<file path="config.mk">
export PLATFORM = sky130hd
export DESIGN_NAME = seg_display_monitor_flat
export DESIGN_NICKNAME = d
export VERILOG_FILES = /design/src/rtl/seg_display_pkg.sv /design/src/rtl/seg_display_monitor_if.sv /design/src/rtl/seg7_decode.sv /design/src/rtl/seg_display_monitor.sv /design/src/flat_wrapper.sv
export SDC_FILE = /design/constraint.sdc
export NUM_CORES = 1
export LEC_CHECK = 0
export BUFFER_PORTS_ARGS = -buffer_cell sky130_fd_sc_hd__buf_2
export CORE_MARGIN = 1.5
export CORE_UTILIZATION = 60
export CTS_CLUSTER_DIAMETER = 200
export CTS_CLUSTER_SIZE = 30
export DETAILED_ROUTE_END_ITERATION = 12
export PLACE_DENSITY_LB_ADDON = 0.1
export SYNTH_ARGS = -nofsm -noshare
export SYNTH_HDL_FRONTEND = slang
export SYNTH_SLANG_ARGS = --single-unit
</file>
<file path="constraint.sdc">
create_clock -name cp -period 10.11 [get_ports cp]
set_input_delay 1.5165 -clock cp [delete_from_list [all_inputs] [get_ports cp]]
set_output_delay 1.5165 -clock cp [all_outputs]
set_load 0.05 [all_outputs]
</file>
<file path="src/rtl/seg_display_pkg.sv">
// Shared constants and types for the segment display read-back monitor.
package seg_display_pkg;

  // Segment patterns with dp masked off, bit order {g,f,e,d,c,b,a}.
  localparam logic [6:0] SEG_0     = 7'h3F;
  localparam logic [6:0] SEG_1     = 7'h06;
  localparam logic [6:0] SEG_2     = 7'h5B;
  localparam logic [6:0] SEG_3     = 7'h4F;
  localparam logic [6:0] SEG_4     = 7'h66;
  localparam logic [6:0] SEG_5     = 7'h6D;
  localparam logic [6:0] SEG_6     = 7'h7D;
  localparam logic [6:0] SEG_7     = 7'h07;
  localparam logic [6:0] SEG_8     = 7'h7F;
  localparam logic [6:0] SEG_9     = 7'h6F;
  localparam logic [6:0] SEG_BLANK = 7'h00;

  localparam logic [3:0] CODE_BLANK   = 4'hF;
  localparam logic [3:0] CODE_INVALID = 4'hE;

  typedef enum logic [1:0] {
    S_WAIT,
    S_SETTLE,
    S_STABLE
  } state_t;

  function automatic logic isDigit(input logic [3:0] code);
    return code <= 4'd9;
  endfunction

endpackage

</file>
<file path="src/rtl/seg_display_monitor_if.sv">
// Bundle of the sampled segment buses and the decoded read-back results.
interface seg_display_monitor_if;
  logic [7:0] seg_l;
  logic [7:0] seg_r;
  logic       sample_en;
  logic [3:0] digit_l;
  logic [3:0] digit_r;
  logic       dp_l;
  logic       dp_r;
  logic [6:0] value;
  logic       value_valid;
  logic       update;
  logic       seg_err;
  logic [7:0] err_count;

  modport master (
    output seg_l, seg_r, sample_en,
    input  digit_l, digit_r, dp_l, dp_r, value, value_valid, update, seg_err, err_count
  );

  modport slave (
    input  seg_l, seg_r, sample_en,
    output digit_l, digit_r, dp_l, dp_r, value, value_valid, update, seg_err, err_count
  );
endinterface

</file>
<file path="src/rtl/seg7_decode.sv">
// Combinational 7-segment pattern to digit code decoder; exact matches only.
module seg7_decode
  import seg_display_pkg::*;
(
  input  logic [7:0] pattern,
  output logic [3:0] code,
  output logic       dp
);

  // Map the dp-masked pattern to 0-9, blank or invalid.
  always_comb begin
    dp   = pattern[7];
    code = CODE_INVALID;
    case (pattern[6:0])
      SEG_0:     code = 4'd0;
      SEG_1:     code = 4'd1;
      SEG_2:     code = 4'd2;
      SEG_3:     code = 4'd3;
      SEG_4:     code = 4'd4;
      SEG_5:     code = 4'd5;
      SEG_6:     code = 4'd6;
      SEG_7:     code = 4'd7;
      SEG_8:     code = 4'd8;
      SEG_9:     code = 4'd9;
      SEG_BLANK: code = CODE_BLANK;
      default:   code = CODE_INVALID;
    endcase
  end

endmodule

</file>
<file path="src/rtl/seg_display_monitor.sv">
// Samples the two display segment buses, waits for a stable pattern and
// decodes the accepted display back to digit codes and a binary value.
//
// state    | meaning
// S_WAIT   | nothing committed since reset; first stable pattern commits
// S_SETTLE | candidate differs from committed pattern, not yet stable
// S_STABLE | candidate equals the committed pattern
module seg_display_monitor
  import seg_display_pkg::*;
#(
  parameter int unsigned STABLE_CNT = 4
) (
  input  logic cp,
  input  logic reset,
  seg_display_monitor_if.slave bus
);

  localparam logic [3:0] STABLE_N = 4'(STABLE_CNT);

  logic [15:0] rSeg;
  logic [15:0] cand;
  logic [15:0] candNext;
  logic [15:0] committed;
  logic [3:0]  cnt;
  logic [3:0]  cntNext;
  logic        tick;
  logic        reachStable;
  logic        accept;
  state_t      stateQ;
  state_t      stateNext;

  logic [3:0]  codeL;
  logic [3:0]  codeR;
  logic        dpL;
  logic        dpR;
  logic [6:0]  valueNext;
  logic        validNext;
  logic        errNext;

  logic [3:0]  digitLQ;
  logic [3:0]  digitRQ;
  logic        dpLQ;
  logic        dpRQ;
  logic [6:0]  valueQ;
  logic        validQ;
  logic        updateQ;
  logic        segErrQ;
  logic [7:0]  errCountQ;

  assign tick = bus.sample_en;

  // Candidate tracking: restart on a new pattern, count up to STABLE_CNT on repeats.
  always_comb begin
    candNext    = cand;
    cntNext     = cnt;
    reachStable = 1'b0;
    if (tick) begin
      if (rSeg == cand) begin
        cntNext     = (cnt >= STABLE_N) ? STABLE_N : cnt + 4'd1;
        reachStable = (cnt != STABLE_N) && (cntNext == STABLE_N);
      end else begin
        candNext    = rSeg;
        cntNext     = 4'd1;
        reachStable = (STABLE_N == 4'd1);
      end
    end
  end

  // Decoders look at the candidate being written this cycle, which equals
  // cand itself whenever acceptance follows a repeat.
  seg7_decode uDecodeL (.pattern(candNext[15:8]), .code(codeL), .dp(dpL));
  seg7_decode uDecodeR (.pattern(candNext[7:0]),  .code(codeR), .dp(dpR));

  // State register.
  always_ff @(posedge cp or posedge reset) begin
    if (reset) stateQ <= S_WAIT;
    else       stateQ <= stateNext;
  end

  // Next state: any tick after the first commit re-evaluates against the committed pattern.
  always_comb begin
    stateNext = stateQ;
    case (stateQ)
      S_WAIT: begin
        if (reachStable) stateNext = S_STABLE;
      end
      S_SETTLE, S_STABLE: begin
        if (tick) begin
          stateNext = (reachStable || candNext == committed) ? S_STABLE : S_SETTLE;
        end
      end
      default: stateNext = S_WAIT;
    endcase
  end

  // Commit decision: a newly stable pattern commits on the first lock or when it differs.
  always_comb begin
    accept = 1'b0;
    case (stateQ)
      S_WAIT:             accept = reachStable;
      S_SETTLE, S_STABLE: accept = reachStable && (candNext != committed);
      default:            accept = 1'b0;
    endcase
  end

  // Value and error derived from the two decoded codes.
  always_comb begin
    valueNext = 7'd0;
    validNext = 1'b0;
    if (isDigit(codeL) && isDigit(codeR)) begin
      valueNext = 7'(codeL) * 7'd10 + 7'(codeR);
      validNext = 1'b1;
    end else if (codeL == CODE_BLANK && isDigit(codeR)) begin
      valueNext = 7'(codeR);
      validNext = 1'b1;
    end
    errNext = (codeL == CODE_INVALID) || (codeR == CODE_INVALID);
  end

  // Sampling, candidate counter and committed outputs.
  always_ff @(posedge cp or posedge reset) begin
    if (reset) begin
      rSeg      <= 16'h0000;
      cand      <= 16'h0000;
      cnt       <= 4'd0;
      committed <= 16'h0000;
      digitLQ   <= CODE_BLANK;
      digitRQ   <= CODE_BLANK;
      dpLQ      <= 1'b0;
      dpRQ      <= 1'b0;
      valueQ    <= 7'd0;
      validQ    <= 1'b0;
      updateQ   <= 1'b0;
      segErrQ   <= 1'b0;
      errCountQ <= 8'd0;
    end else begin
      rSeg    <= {bus.seg_l, bus.seg_r};
      cand    <= candNext;
      cnt     <= cntNext;
      updateQ <= accept;
      if (accept) begin
        committed <= candNext;
        digitLQ   <= codeL;
        digitRQ   <= codeR;
        dpLQ      <= dpL;
        dpRQ      <= dpR;
        valueQ    <= valueNext;
        validQ    <= validNext;
        segErrQ   <= errNext;
        if (errNext && errCountQ != 8'hFF) errCountQ <= errCountQ + 8'd1;
      end
    end
  end

  assign bus.digit_l     = digitLQ;
  assign bus.digit_r     = digitRQ;
  assign bus.dp_l        = dpLQ;
  assign bus.dp_r        = dpRQ;
  assign bus.value       = valueQ;
  assign bus.value_valid = validQ;
  assign bus.update      = updateQ;
  assign bus.seg_err     = segErrQ;
  assign bus.err_count   = errCountQ;

endmodule

</file>
<file path="src/flat_wrapper.sv">
// flat-port wrapper written by rule: the top's interface ports become plain ports
module seg_display_monitor_flat import seg_display_pkg::*;
#(
  parameter int unsigned STABLE_CNT = 4
)
  (cp, reset, bus_seg_l, bus_seg_r, bus_sample_en, bus_digit_l, bus_digit_r, bus_dp_l, bus_dp_r, bus_value, bus_value_valid, bus_update, bus_seg_err, bus_err_count);
  seg_display_monitor_if bus_i ();
  input  logic cp;
  input  logic reset;
  input wire logic [$bits(bus_i.seg_l)-1:0] bus_seg_l;
  input wire logic [$bits(bus_i.seg_r)-1:0] bus_seg_r;
  input wire logic [$bits(bus_i.sample_en)-1:0] bus_sample_en;
  output wire logic [$bits(bus_i.digit_l)-1:0] bus_digit_l;
  output wire logic [$bits(bus_i.digit_r)-1:0] bus_digit_r;
  output wire logic [$bits(bus_i.dp_l)-1:0] bus_dp_l;
  output wire logic [$bits(bus_i.dp_r)-1:0] bus_dp_r;
  output wire logic [$bits(bus_i.value)-1:0] bus_value;
  output wire logic [$bits(bus_i.value_valid)-1:0] bus_value_valid;
  output wire logic [$bits(bus_i.update)-1:0] bus_update;
  output wire logic [$bits(bus_i.seg_err)-1:0] bus_seg_err;
  output wire logic [$bits(bus_i.err_count)-1:0] bus_err_count;
  assign bus_i.seg_l = bus_seg_l;
  assign bus_i.seg_r = bus_seg_r;
  assign bus_i.sample_en = bus_sample_en;
  assign bus_digit_l = bus_i.digit_l;
  assign bus_digit_r = bus_i.digit_r;
  assign bus_dp_l = bus_i.dp_l;
  assign bus_dp_r = bus_i.dp_r;
  assign bus_value = bus_i.value;
  assign bus_value_valid = bus_i.value_valid;
  assign bus_update = bus_i.update;
  assign bus_seg_err = bus_i.seg_err;
  assign bus_err_count = bus_i.err_count;
  seg_display_monitor #(.STABLE_CNT(STABLE_CNT)) u_core (.cp(cp), .reset(reset), .bus(bus_i));
endmodule
</file>
# Yosys cells after proc, flatten, opt, wreduce, memory -nomap -nowiden
# Index checks and enable logic that the tools add are counted.
[op_classes]
add_sub_neg = 3
multipliers = 1
order_cmp = 3
eq_ne = 33
n_mux = 17
n_reduce_logical = 13
[ops]
columns = ["op", "n"]
rows = [
  ["$eq A7 B7 Y1 const B", 14],
  ["$pmux W4 S11", 2],
  ["$eq A16 B16 Y1", 2],
  ["$mux W16", 2],
  ["$eq A7 B3 Y1 const B", 4],
  ["$ne A16 B16 Y1", 1],
  ["$eq A7 B6 Y1 const B", 2],
  ["$logic_not A7 Y1", 2],
  ["$eq A4 B4 Y1 const B", 3],
  ["$mux W4", 3],
  ["$add A8 B1 Y8 const B", 1],
  ["$le A4 B4 Y1 const B", 2],
  ["$ne A8 B8 Y1 const B", 1],
  ["$add A7 B4 Y7", 1],
  ["$mux W7", 1],
  ["$mul A4 B3 Y6 const B", 1],
  ["$mux W2", 3],
  ["$logic_and A1 B1 Y1", 5],
  ["$add A4 B1 Y4 const B", 1],
  ["$eq A4 B3 Y1 const B", 1],
  ["$ge A4 B3 Y1 const B", 1],
  ["$mux W1", 4],
  ["$ne A4 B3 Y1 const B", 1],
  ["$pmux W2 S2", 1],
  ["9 further kinds", 11],
]
[word_totals]
ff_bits = 82
word_cells = 84

# Logic depth before layout (Yosys ltp)
[depth]
depth_word = 10
depth_mapped = 20
ltp_nobuf = 16

# Hierarchy
# From an unflattened synthesis, not the netlist that was laid out.
[hier_totals]
cells_unflattened = 434
hier_area_um2 = 4465.5
[modules_own_cells]
columns = ["module", "n_inst", "cells_each", "area_each_um2", "seq_area_each_um2"]
rows = [
  ["seg_display_monitor", 1, 358, 3970.1, 2062.0],
  ["seg7_decode", 2, 38, 247.7, 0.0],
]

# Worst setup path before layout
# Ideal clock, no wire load.
[synth_timing]
path_kind = "input port to flip-flop"
startpoint = "in bus_sample_en"
endpoint = "reg u_core.valueQ[6] (netlist: u_core.bus.value[6])"
arrival_time_ns = 4.745
slack_ns = 5.240
path_stages = 17
path_buffers = 4
cell_sequence = "clkbuf_1 o41ai_4 buf_4 buf_4 buf_4 o41ai_1 o21ai_0 nand4_1 ha_1 ha_1 fa_1 nand2_1 nor2_1 xnor2_1 xnor2_1 nor2_1 mux2_4"
[synth_via]
elab_chain_cells = 6
word_cells_on_any_way = 35
cone_classes = "add/sub (1); mul (1); order compare (2); eq/ne (21); mux (6); reduce/logical (4)"
[synth_lines]
columns = ["element", "line_no", "rtl"]
rows = [
  ["from (decl)", "flat_wrapper.sv:12", "input wire logic [$bits(bus_i.sample_en)-1:0] bus_sample_en;"],
  ["$mux W16 *", "seg_display_monitor.sv:57", "if (tick) begin"],
  ["$eq A7 B7 Y1, or another cell as far along", "seg7_decode.sv:14", "case (pattern[6:0])"],
  ["$pmux W4 S11 *", "seg7_decode.sv:14", ""],
  ["net u_core.codeL[1]", "seg_display_monitor.sv:32", "logic [3:0] codeL;"],
  ["$mul A4 B3 Y6 or $le A4 B4 Y1 (tied branches)", "seg_display_monitor.sv:111, seg_display_pkg.sv:27", ""],
  ["$add A7 B4 Y7 or $logic_and A1 B1 Y1 (tied branches)", "seg_display_monitor.sv:111, seg_display_monitor.sv:110", ""],
  ["$mux W7 *", "seg_display_monitor.sv:110", "if (isDigit(codeL) && isDigit(codeR)) begin"],
  ["to (signal assigned)", "seg_display_monitor.sv:147", "valueQ <= valueNext;"],
  ["to (decl)", "seg_display_monitor.sv:44", "logic [6:0] valueQ;"],
]
# Mark *: on every way through the listed nets, which the timed path passes. The rest lies on a longest branch.
# A chain may end at the register's enable or synchronous reset.

# Worst setup path in the final report
[layout_timing]
startpoint = "reg u_core.rSeg[10]"
endpoint = "reg u_core.valueQ[6] (netlist: u_core.bus.value[6])"
[layout_via]
elab_chain_cells = 8
word_cells_on_any_way = 38
cone_classes = "add/sub (1); mul (1); order compare (2); eq/ne (22); mux (8); reduce/logical (4)"
[layout_lines]
columns = ["element", "line_no", "rtl"]
rows = [
  ["from (decl)", "seg_display_monitor.sv:20", "logic [15:0] rSeg;"],
  ["from (signal assigned)", "seg_display_monitor.sv:137", "rSeg <= {bus.seg_l, bus.seg_r};"],
  ["$eq A16 B16 Y1 *", "seg_display_monitor.sv:58", "if (rSeg == cand) begin"],
  ["$mux W16 *", "seg_display_monitor.sv:58", ""],
  ["$mux W16 *", "seg_display_monitor.sv:57", ""],
  ["net u_core.candNext[12]", "seg_display_monitor.sv:22", "logic [15:0] candNext;"],
  ["$eq A7 B7 Y1, or another cell as far along", "seg7_decode.sv:14", ""],
  ["$pmux W4 S11 *", "seg7_decode.sv:14", ""],
  ["net u_core.codeL[1]", "seg_display_monitor.sv:32", ""],
  ["$mul A4 B3 Y6 or $le A4 B4 Y1 (tied branches)", "seg_display_monitor.sv:111, seg_display_pkg.sv:27", ""],
  ["$add A7 B4 Y7 or $logic_and A1 B1 Y1 (tied branches)", "seg_display_monitor.sv:111, seg_display_monitor.sv:110", ""],
  ["$mux W7 *", "seg_display_monitor.sv:110", ""],
]
# Marked as above.

==> results_dict.tcl <==
set metrics [dict create \
    fin_tns_setup_ps 0 \
    finalCritPeriodShare_pct 51.0 \
    die_w_um 94.6 \
    clkSinkCount 80 \
    grt_pass1_wl_um 17900 \
    synth-seq-cells 80 \
    netlist_area_um2 5040 \
    wl_per_cell_um 17.5 \
    slowest_stage "dfrtp_1" \
    drt_iter0_markers 181 \
    synth_top_area_share_pct 35.8 \
    arrival_ps 5410 \
    cpMostUsedCell "xnor2_1" \
    cts_max_level 3 \
    status "finished, final reports clean" \
    syn_nets 514 \
    path_clk_slew_ps 90 \
    pin_count 47 \
    p_per_area_nw_per_um2 127 \
    antenna_found_initial 0 \
    final_cell_mix "dfrtp_1, buf_2, xnor2_1" \
    cpPeakStageDelay_ps 670 \
    vias 3762 \
    post-route-drc-count 0 \
    utilization_pct 66.3 \
    fin_skew_ps 6.78 \
    grt_max_degree 81 \
    crit_fanout 47 \
    synth_area_leaders "dfrtp_1, mux2_4, xnor2_1" \
    synthAdderAreaFrac_pct 3.53 \
    max_slew_margin_pct 33.2 \
    clock_latency_ps 360 \
    cts_setup_buffers 0 \
    start_util_pct 61.6 \
    final_common_cell "dfrtp_1" \
    worst_slew_pin_slew_ps 1000 \
    diodes 0 \
    hold_buffers 0 \
    r2r_setup_slack_ps 4960 \
    rsz0062_at_grt "no" \
    synth_edf_count 0 \
    cts_buffers 9 \
    die_h_um 94.6 \
    critPathRequiredTime_ps 10370 \
    root_buffer "clkbuf_8" \
    cts_tree "yes" \
    first_global_vias 3630 \
    rows 33 \
    endpoint_kind "flop" \
    layout-drive-gt1-share_pct 25.7 \
    synthArstFlopShare_pct 100 \
    synth_ff_type "dfrtp_1" \
    crit_chain "xnor2_1 > nand4_1 > o41ai_4 > buf_4 > mux2_2 > and3b_1 > o21ai_0 > nand4_1 > ha_1 > ha_1 > fa_1 > nand2_1 > nor2_1 > xnor2_1 > xnor2_1 > nor2_1 > mux2_4" \
    critical-path-top-delay-family "adder cells" \
    hold_path.class "flop to flop" \
    ir_worst_vdd_v 0.0000819 \
    gp_congestion 0.889 \
    final_nets 536 \
    synth_xor_area_share_pct 9.39 \
    first_pass_iters 5 \
    setup_viol 0 \
    clockBufferDepth 2 \
    synth_top_family_by_area "simple AND/OR/NAND/NOR gates" \
    grt_overflow 0 \
    synth_top_area_cell "dfrtp_1" \
    area_growth_pct 7.70 \
    synthDistinctLibCells 63 \
    synth_compound_area_share_pct 10.4 \
    min_period_ps 5150 \
    ctsResizeCount 0 \
    crit_type "flop to flop" \
    yosys.area_share.simple_pct 16.3 \
    synth.area.mux_share_pct 15.0 \
    seq_area_frac_synth_pct 40.0 \
    yosys_warnings 0 \
    dp_hpwl_um 7420 \
    viasPerCell 6.13 \
    maxCapViolations 0 \
    drt.antenna.violating_nets 0 \
    routed_wl_um 10700 \
    max_freq_ghz 0.194 \
    synthCells 482 \
    die_area_um2 8950 \
    cp.buffers_inverters 1 \
    leakage_uw 0.00256 \
    core_area_um2 8180 \
    io_buffers 46 \
    grt_util_all_layers_pct 26.2 \
    syn_area_per_cell_um2 10.4 \
    hold_violations 0 \
    slew_violations 0 \
    startpoint_type "flop" \
]
worst reg2reg max path: cells and delay by family (launching register included):
family	cells	cell delay (ps)
DFF	1	670
buffers and inverters	1	550
AOI/OAI and AO/OA	2	710
muxes	2	700
xor gates and xnor gates	3	450
and+or+nand+nor	6	870
adders and majority gates	3	1110
power by group:
group / total (uW) / internal, uW / switching (uW)
logic: 89.1 / 41.5 / 47.6
registers: 358 / 329 / 28.5
clock network: 245 / 117 / 128
final cells by class:
cell class	count	area (um^2)
flip-flops and latches	80	2010
multi-input cells	344	2750
inverters	21	80.1
clock buffers	9	124
repair buffers	48	245
fillers	672	2750
clock inverters	7	80.1
well taps	105	131
per-stage QoR:
stage                     power [uW]  std cells  cell area (um^2)  hold WS, ps  setup slack (ps)
after floorplan                  432        482              5040          494              5240
after global placement           450        598              5220          484              4900
after detailed placement         451        598              5220          476              4760
after CTS                        696        614              5420          493              4970
after global routing             723        614              5420          517              4660
final                            691        614              5420          487              4960
worst paths after layout:
path | startpoint | end | cells after the start
max | u_core.rSeg[10] | u_core.bus.value[6] | 17
min | u_core.bus.err_count[6] | u_core.bus.err_count[6] | 1
max reg2reg | u_core.rSeg[10] | u_core.bus.value[6] | 17
min reg2reg | u_core.bus.err_count[6] | u_core.bus.err_count[6] | 1
max in group asynchronous | reset | u_core.committed[3] | 3
min in group asynchronous | reset | u_core.bus.err_count[1] | 3
flip-flops by register name (all words and copies together) (netlist names), 4 cells and up:
signal and flops:
u_core.cand 16, u_core.rSeg 16, u_core.bus.err_count 8, u_core.bus.value 7, u_core.committed 15, u_core.bus.digit_r 4
u_core.cnt 4, u_core.bus.digit_l 4
synthesized netlist by cell type (4+ instances only):
library cell and number:
and3_1 11, nor3_1 16, nor2_1 24, nand3_1 22
o211ai_1 5, xor2_1 19, clkbuf_1 20, dfstp_2 8
dfrtp_1 72, buf_4 6, nand2_1 22, or4b_2 4
nor4_1 8, inv_1 21, buf_2 8, mux2_4 28
mux2i_1 12, xnor2_1 35, o21ai_0 11, nand4_1 16
a21oi_1 16, ha_1 11, mux2_2 18, nand3b_1 8
routing by layer:
layer	vias up	share of wire [%]	track usage, %
met5	-	0	0
met4	0	1.9	9.83
met3	22	5.6	4.59
met2	134	47	41.1
met1	1834	46	36.2
li1	1772	-	-
cells by family after synthesis:
kind of cell / after synthesis
compound gates: 69
xor+xnor: 54
fa+ha+maj: 13
buf+inv: 58
flops: 80
mux: 59
simple gates: 149
Note: power is estimated with default switching activity, not from simulation.
